File: src/rtl/fetch_buffer.sv
// In-order FIFO of {pc, instr} pairs decoupling fetch from decode.
// Supports single-cycle flush, freeze-held head, and a sticky overflow flag.
module fetch_buffer #(
  parameter int DEPTH  = 4,
  parameter int WORD_W = 32
) (
  input  logic                     CLK,
  input  logic                     nRST,
  input  logic                     ihit,
  input  logic [WORD_W-1:0]        fetch_pc,
  input  logic [WORD_W-1:0]        fetch_instr,
  input  logic                     flush,
  input  logic                     freeze,
  output logic                     full,
  output logic                     dec_valid,
  input  logic                     dec_ready,
  output logic [WORD_W-1:0]        dec_pc,
  output logic [WORD_W-1:0]        dec_instr,
  output logic [$clog2(DEPTH):0]   count,
  output logic                     overflow
);

  localparam int PTR_W = $clog2(DEPTH);
  localparam int CNT_W = PTR_W + 1;

  logic [WORD_W-1:0] mem_pc    [DEPTH];
  logic [WORD_W-1:0] mem_instr [DEPTH];
  logic [PTR_W-1:0]  rd_ptr;
  logic [PTR_W-1:0]  wr_ptr;
  logic              push;
  logic              pop;

  // Status comes from the registered count only, so a same-cycle pop never frees a slot.
  assign full      = (count == CNT_W'(DEPTH));
  assign dec_valid = (count != '0);

  always_comb begin
    push = ihit & ~full & ~flush;
    pop  = dec_valid & dec_ready & ~freeze & ~flush;
  end

  assign dec_pc    = dec_valid ? mem_pc[rd_ptr]    : '0;
  assign dec_instr = dec_valid ? mem_instr[rd_ptr] : '0;

  always_ff @(posedge CLK) begin
    if (!nRST) begin
      count    <= '0;
      rd_ptr   <= '0;
      wr_ptr   <= '0;
      overflow <= 1'b0;
    end else if (flush) begin
      count  <= '0;
      rd_ptr <= '0;
      wr_ptr <= '0;
    end else begin
      if (push) wr_ptr <= wr_ptr + 1'b1;
      if (pop)  rd_ptr <= rd_ptr + 1'b1;
      count <= count + CNT_W'(push) - CNT_W'(pop);
      if (ihit && full) overflow <= 1'b1;
    end
  end

  // Storage has no reset; entries are only observable once count covers them.
  always_ff @(posedge CLK) begin
    if (nRST && push) begin
      mem_pc[wr_ptr]    <= fetch_pc;
      mem_instr[wr_ptr] <= fetch_instr;
    end
  end

endmodule

File: config.mk
export PLATFORM = sky130hd
export DESIGN_NAME = fetch_buffer
export DESIGN_NICKNAME = d
export VERILOG_FILES = /design/src/rtl/fetch_buffer.sv
export SDC_FILE = /design/constraint.sdc
export NUM_CORES = 1
export LEC_CHECK = 0
export BUFFER_PORTS_ARGS = -buffer_cell sky130_fd_sc_hd__buf_2
export CAP_MARGIN = 30
export CORE_MARGIN = 4
export CORE_UTILIZATION = 50
export DETAILED_ROUTE_END_ITERATION = 6
export GPL_TIMING_DRIVEN = 0
export HOLD_SLACK_MARGIN = 0.15
export PLACE_DENSITY = 0.77
export SYNTH_ARGS = -nofsm -noshare
export SYNTH_HDL_FRONTEND = slang
export SYNTH_SLANG_ARGS = --single-unit
File: constraint.sdc
create_clock -name CLK -period 4.2 [get_ports CLK]
set_clock_uncertainty 0.1 [all_clocks]
set_input_delay 1.05 -clock CLK [delete_from_list [all_inputs] [get_ports CLK]]
set_output_delay 1.05 -clock CLK [all_outputs]
set_load 0.03 [all_outputs]
==> results.py, run 1 <==
metrics = {
    "run_status": {
        "status": "complete, no violations",
    },
    "final_layout": {
        "final-seq-area_um2": 7888,
        "mostFrequentLayoutCell": "edfxtp_1",
        "utilization": 0.6026,
        "drive_above_1_share": 0.3988,
        "n_fill_cell": 1451,
        "multi_input_area_um2": 2198,
        "area_growth_pct": 18.81,
        "antenna_cells": 0,
        "final_design_area_no_fill_um2": 12150,
        "final_nets": 710,
        "layout_common_cells": "edfxtp_1, buf_2, and2_1, mux4_2, clkbuf_16",
    },
    "power_and_ir_drop": {
        "p_int_uw": 4248,
        "clockPowerShare": 0.406,
        "switching_share": 0.1992,
        "power_density_nw_per_um2": 436.5,
        "power_frac_seq": 0.554,
        "combPwrFrac": 0.040,
        "ir_drop_v": 0.0003301,
        "p_leak_uw": 0.004226,
        "power_switching_uw": 1056,
    },
    "synthesis": {
        "synthesis.area_um2": 10230,
        "ys_seq_area_frac": 0.7710,
        "ys.flop_type": "edfxtp_1",
        "synth_seq_cells": 266,
        "syn_nets": 538,
        "ys_warn_count": 0,
        "avgSynthCellArea_um2": 22.19,
        "ys_async_sr_fraction": 0,
        "ys_types": 28,
        "synthCells": 461,
        "synth_edf_count": 256,
    },
    "timing": {
        "slew_viol_final": 0,
        "rsz0062_at_grt": "false",
        "slew-limit-headroom": 0.6299,
        "fmax_mhz": 283.5,
        "whs_ps": 400.9,
        "worst_pin_slew_ps": 555.1,
        "finalCritPeriodShare": 0.8399,
        "hold_violations": 0,
        "finalSetupViolCount": 0,
        "min_period_ps": 3528,
    },
    "clocking": {
        "cts_tree": "built",
        "cts_buffer_depth": 3,
        "cts_made_buffers": 27,
        "htree_levels": 1,
        "clkLatencyLatePin_ps": 510,
        "clock_sinks": 266,
        "post_cts_resize_count": 0,
        "holdBufCountCts": 0,
        "cts_setup_buffers": 0,
        "cts.clk_slew.worst_paths_ps": 60,
        "clockRootBuffer": "clkbuf_16",
    },
    "grt": {
        "grt_pass1_vias": 5479,
        "grt_first_pass_wirelength_mm": 29.50,
        "grt_max_degree": 34,
        "grt_util_met3": 0.04189,
        "track_usage": 0.1688,
        "antenna_found_initial": 2,
        "top_usage_layer": "met2",
        "grt_overflow_total": 0,
        "use_met2": 0.2931,
        "use_met1": 0.2166,
    },
    "routing": {
        "dr.pass1.iters": 4,
        "vias_per_cell": 5.384,
        "drt-total-wl_mm": 18.84,
        "drc": 0,
        "num_vias": 4964,
        "routedWlPerCell_um": 20.43,
        "ant_nets": 0,
        "drt_iter0_drc": 273,
    },
    "floorplanning": {
        "num_io_pins": 140,
        "die_x_um": 151.0,
        "die-area_um2": 22810,
        "die_y_um": 151.0,
        "start_util": 0.5072,
        "core_um2": 20170,
        "rows": 52,
    },
    "worst_setup_path": {
        "cp.required_ps": 3050,
        "startpoint_type": "flip-flop",
        "r2r-start": "count[1]",
        "critPathLaunch": "count[1]",
        "worstPathMaxFanout": 10,
        "crit_type": "flip-flop to output port",
        "arrival_ps": 2380,
        "endpoint_kind": "output port",
    },
    "hold_path": {
        "hold_class": "flip-flop to flip-flop",
        "min-delay-start": "rd_ptr[1]",
    },
    "placement": {
        "hpwl_mm": 12.05,
        "io_buffer_count": 139,
        "postPlaceCellArea_um2": 11360,
        "gp_congestion": 0.7346,
    },
    "job": {
        "drv_cap": 0,
    },
}
## per-layer routing
layer	wire length, um	vias to the layer above
met5	25	-
met4	257	4
met3	1269	28
met2	9857	137
met1	7429	2581
li1	-	2214
## power groups by stage
| stage | clock network [uW] | registers (uW) | logic (uW) |
|---|---|---|---|
| finish | 2150 | 2940 | 212 |
| CTS | 2200 | 2940 | 216 |
| detailed placement | 0 | 3000 | 215 |
| floorplan | 0 | 3000 | 108 |
| global placement | 0 | 3000 | 201 |
| global route | 2320 | 2940 | 231 |
## registers in the layout (all words and copies together) (netlist names), named ones only
name	flops
mem_instr	128
mem_pc	128
wr_ptr	2
rd_ptr	2
overflow	1
count	3
## cells by family after synthesis
kind of cell	share of synthesized area
flip-flops	0.7710
adder cells (fa/ha/maj)	0.009295
multiplexers	0.1429
buffers and inverters	0.01602
XOR/XNOR	0.0008563
AO/OA/AOI/OAI	0.003180
AND/OR/NAND/NOR	0.05675
## cell usage after synthesis (3+ instances only)
cell type,instances,area share
edfxtp_1,256,0.75
nand2b_1,3,0.0018
inv_1,6,0.0022
buf_6,7,0.0077
clkbuf_1,6,0.0022
nor2_1,3,0.0011
dfxtp_1,10,0.020
ha_1,6,0.0073
buf_2,6,0.0029
a21oi_1,3,0.0015
and3_1,4,0.0024
and2_1,66,0.040
nor2b_1,3,0.0018
mux4_2,64,0.14
## final timing paths
| path | endpoint | slack, ps | cells past startpoint |
|---|---|---|---|
| worst min register to register | flip-flop | 400 | 2 |
| worst max-delay path | dec_pc[22] | 670 | 6 |
| worst max register to register | count[2] | 1430 | 11 |
| worst min-delay path | flip-flop | 400 | 2 |
## critical path: stages, from the launching register on
cell	delay, ps
dfxtp_1	520
nor3_4	110
inv_1	90
clkbuf_2	300
clkbuf_1	390
and2_1	230
buf_2	200
## metrics by stage
stage	setup TNS (ps)	std cells	worst slack (ps)	total power, uW
finish	0	922	672.3	5305
global route	0	922	463.5	5496
CTS	0	922	612.7	5354
detailed placement	0	874	749.5	3211
global placement	-164790	870	-654.2	3197
floorplan	0	461	680.4	3105
## layout make-up
| class | count | share of cell area |
|---|---|---|
| Inverter | 6 | 0.001853 |
| Tap cell | 270 | 0.02779 |
| Timing Repair Buffer | 143 | 0.06383 |
| Multi-Input combinational cell | 168 | 0.1809 |
| Clock buffer | 35 | 0.05806 |
| Clock inverter | 13 | 0.007000 |
| Sequential cell | 266 | 0.6490 |
| Buffer | 21 | 0.01163 |
Note: power is estimated with default switching activity, not from simulation.
==> run 2: changes to the inputs <==
--- a/config.mk
+++ b/config.mk
@@ -5,6 +5,7 @@
 export SDC_FILE = /design/constraint.sdc
 export NUM_CORES = 1
 export LEC_CHECK = 0
+export ABC_AREA = 1
 export BUFFER_PORTS_ARGS = -buffer_cell sky130_fd_sc_hd__buf_2
 export CAP_MARGIN = 30
 export CORE_MARGIN = 4
==> constraint.sdc (replaced) <==
create_clock -name CLK -period 3.7 [get_ports CLK]
set_clock_uncertainty 0.1 [all_clocks]
set_input_delay 0.925 -clock CLK [delete_from_list [all_inputs] [get_ports CLK]]
set_output_delay 0.925 -clock CLK [all_outputs]
set_load 0.03 [all_outputs]
==> results.py, run 2 <==
metrics = {
    "clocking": {
        "post_cts_resize_count": 0,
        "clockRootBuffer": "clkbuf_16",
        "htree_levels": 1,
        "cts_made_buffers": 27,
        "clkLatencyLatePin_ps": 510,
        "holdBufCountCts": 0,
        "cts_tree": "built",
        "cts.clk_slew.worst_paths_ps": 60,
        "clock_sinks": 266,
        "cts_setup_buffers": 0,
        "cts_buffer_depth": 3,
    },
    "timing": {
        "hold_violations": 0,
        "fin_tns_setup_ps": 0,
        "finalCritPeriodShare": 0.8857,
        "slew_viol_final": 0,
        "slew-limit-headroom": 0.6220,
        "fin_ws_ps": 422.7,
        "worst_pin_slew_ps": 567.0,
        "min_period_ps": 3277,
        "fmax_mhz": 305.1,
        "finalSetupViolCount": 0,
        "rsz0062_at_grt": "false",
    },
    "routing": {
        "drt-total-wl_mm": 23.16,
        "ant_nets": 0,
        "drc": 0,
        "vias_per_cell": 5.256,
        "drt_iter0_drc": 521,
        "dr.pass1.iters": 5,
        "num_vias": 6801,
        "routedWlPerCell_um": 17.89,
    },
    "final_layout": {
        "final_nets": 1083,
        "utilization": 0.6104,
        "layout_common_cells": "nor2_1, edfxtp_1, buf_2, o21ai_0, a21oi_1",
        "n_fill_cell": 1567,
        "mostFrequentLayoutCell": "nor2_1",
        "antenna_cells": 0,
        "area_growth_pct": 19.31,
        "drive_above_1_share": 0.2129,
        "largest_registers": "mem_instr x128, mem_pc x128, count x3",
        "final_design_area_no_fill_um2": 12470,
    },
    "synthesis": {
        "synth_top_area_frac": 0.7355,
        "synthCells": 830,
        "ys.flop_type": "edfxtp_1",
        "ys_seq_area_frac": 0.7546,
        "synthesis.area_um2": 10450,
        "synth_seq_cells": 266,
        "ys_types": 18,
        "synth_edf_count": 256,
        "synthMostInstantiatedCell": "nor2_1",
        "avgSynthCellArea_um2": 12.59,
        "ys_warn_count": 0,
        "syn_nets": 907,
        "synth_area_leaders": "edfxtp_1, nor2_1, o21ai_0",
        "netlist_top_cells_count": "nor2_1, edfxtp_1, o21ai_0",
        "synth_top_cell_by_area": "edfxtp_1",
        "ys_async_sr_fraction": 0,
    },
    "power_and_ir_drop": {
        "ir_drop_v": 0.0003680,
        "p_leak_uw": 0.004637,
        "power_density_nw_per_um2": 484.6,
    },
    "floorplanning": {
        "num_io_pins": 140,
        "die_y_um": 152.6,
        "rows": 52,
        "core_um2": 20430,
        "start_util": 0.5116,
        "die_x_um": 152.6,
        "die-area_um2": 23280,
    },
    "worst_setup_path": {
        "r2r_setup_slack_ps": 1480,
        "endpoint_kind": "output port",
        "crit_end": "dec_pc[2]",
        "crit_type": "flip-flop to output port",
        "worstReg2RegEnd": "mem_pc[2][29]",
        "r2r-start": "count[1]",
        "worstPathMaxFanout": 10,
        "critPathTopFamily": "buffers and inverters",
        "crit_chain": "inv_2, buf_4, clkbuf_1, o21ai_0, a21oi_1, buf_2",
        "cp_slowest_cell": "clkbuf_1",
        "cp.required_ps": 2670,
        "r2r_cells": 5,
        "arrival_ps": 2250,
        "worst-path-stages": 6,
        "startpoint_type": "flip-flop",
        "max_stage_delay_ps": 410,
        "cp_num_buf_inv": 4,
    },
    "grt": {
        "antenna_found_initial": 3,
        "track_usage": 0.1918,
        "grt_pass1_vias": 6652,
        "grt_overflow_total": 0,
        "grt_first_pass_wirelength_mm": 35.61,
        "grt_max_degree": 30,
    },
    "hold_path": {
        "hold_class": "flip-flop to flip-flop",
        "worst_hold_path.num_cells": 2,
    },
    "placement": {
        "io_buffer_count": 139,
        "hpwl_mm": 14.51,
        "dp_slack_ps": 762.4,
        "gp_congestion": 0.7665,
        "postPlaceCellArea_um2": 11680,
    },
    "run_status": {
        "status": "complete, no violations",
    },
    "job": {
        "drv_cap": 0,
    },
}
==> run 2: cell count changes in the layout (fill, tap and decap cells not counted), moves of 64 or more <==
| cell | before | now |
|---|---|---|
| and2_1 | 66 | 0 |
| o21ai_0 | 2 | 118 |
| nor2_1 | 3 | 267 |
| mux4_2 | 64 | 0 |
| a21oi_1 | 3 | 68 |
==> run 2: worst min path at each step <==
stage,from,end,slack (ps)
floorplan,wr_ptr[1],wr_ptr[1],370
global placement,overflow,overflow,350
detailed placement,overflow,overflow,350
CTS,overflow,overflow,370
global route,overflow,overflow,430
finish,overflow,overflow,360
==> run 2: logic make-up after synthesis <==
logic type / after synthesis / share of synthesized area
compound gates: 196 / 0.09385
xor+xnor: 1 / 0.0008381
fa+ha+maj: 7 / 0.009097
buf+inv: 69 / 0.03639
flops: 266 / 0.7546
simple gates: 291 / 0.1052
==> run 2: routing by layer <==
| metal | track usage | up-vias | part of all wire |
|---|---|---|---|
| met2 | 0.3397 | 239 | 0.50 |
| met3 | 0.03493 | 39 | 0.070 |
| met4 | 0.03818 | 6 | 0.017 |
| met1 | 0.2506 | 3246 | 0.41 |
| met5 | 0 | - | 0.0014 |
| li1 | - | 3271 | - |
==> run 2: through the flow <==
stage / hold slack, ps / total power [uW] / instances
after floorplan: 373.5 / 3524 / 830
final: 359.3 / 6044 / 1294
after detailed placement: 354.3 / 3644 / 1247
after global placement: 349.4 / 3634 / 1239
after CTS: 369.6 / 6088 / 1294
after global routing: 429.2 / 6225 / 1294
==> run 2: cell type report <==
class,count,area [um2],area share
multi-input combinational,495,2215,0.1776
tap,270,337.8,0.02709
timing repair buffer,147,855.8,0.06863
inverter,22,82.58,0.006622
clock inverter,9,67.56,0.005418
clock buffer,38,726.9,0.05829
sequential,266,7888,0.6325
buffer,47,297.8,0.02388
==> run 2: worst min-delay path, delay by kind of cell, from the launching register on <==
family | cells | cell delay [ps]
simple gates | 1 | 70
flops | 1 | 320
compound gates | 1 | 40
==> run 2: power by group <==
part	switching [uW]	internal [uW]	leakage, uW
clock network	1040	1430	0.000392
logic	173	73.5	0.00185
registers	6.74	3330	0.00239
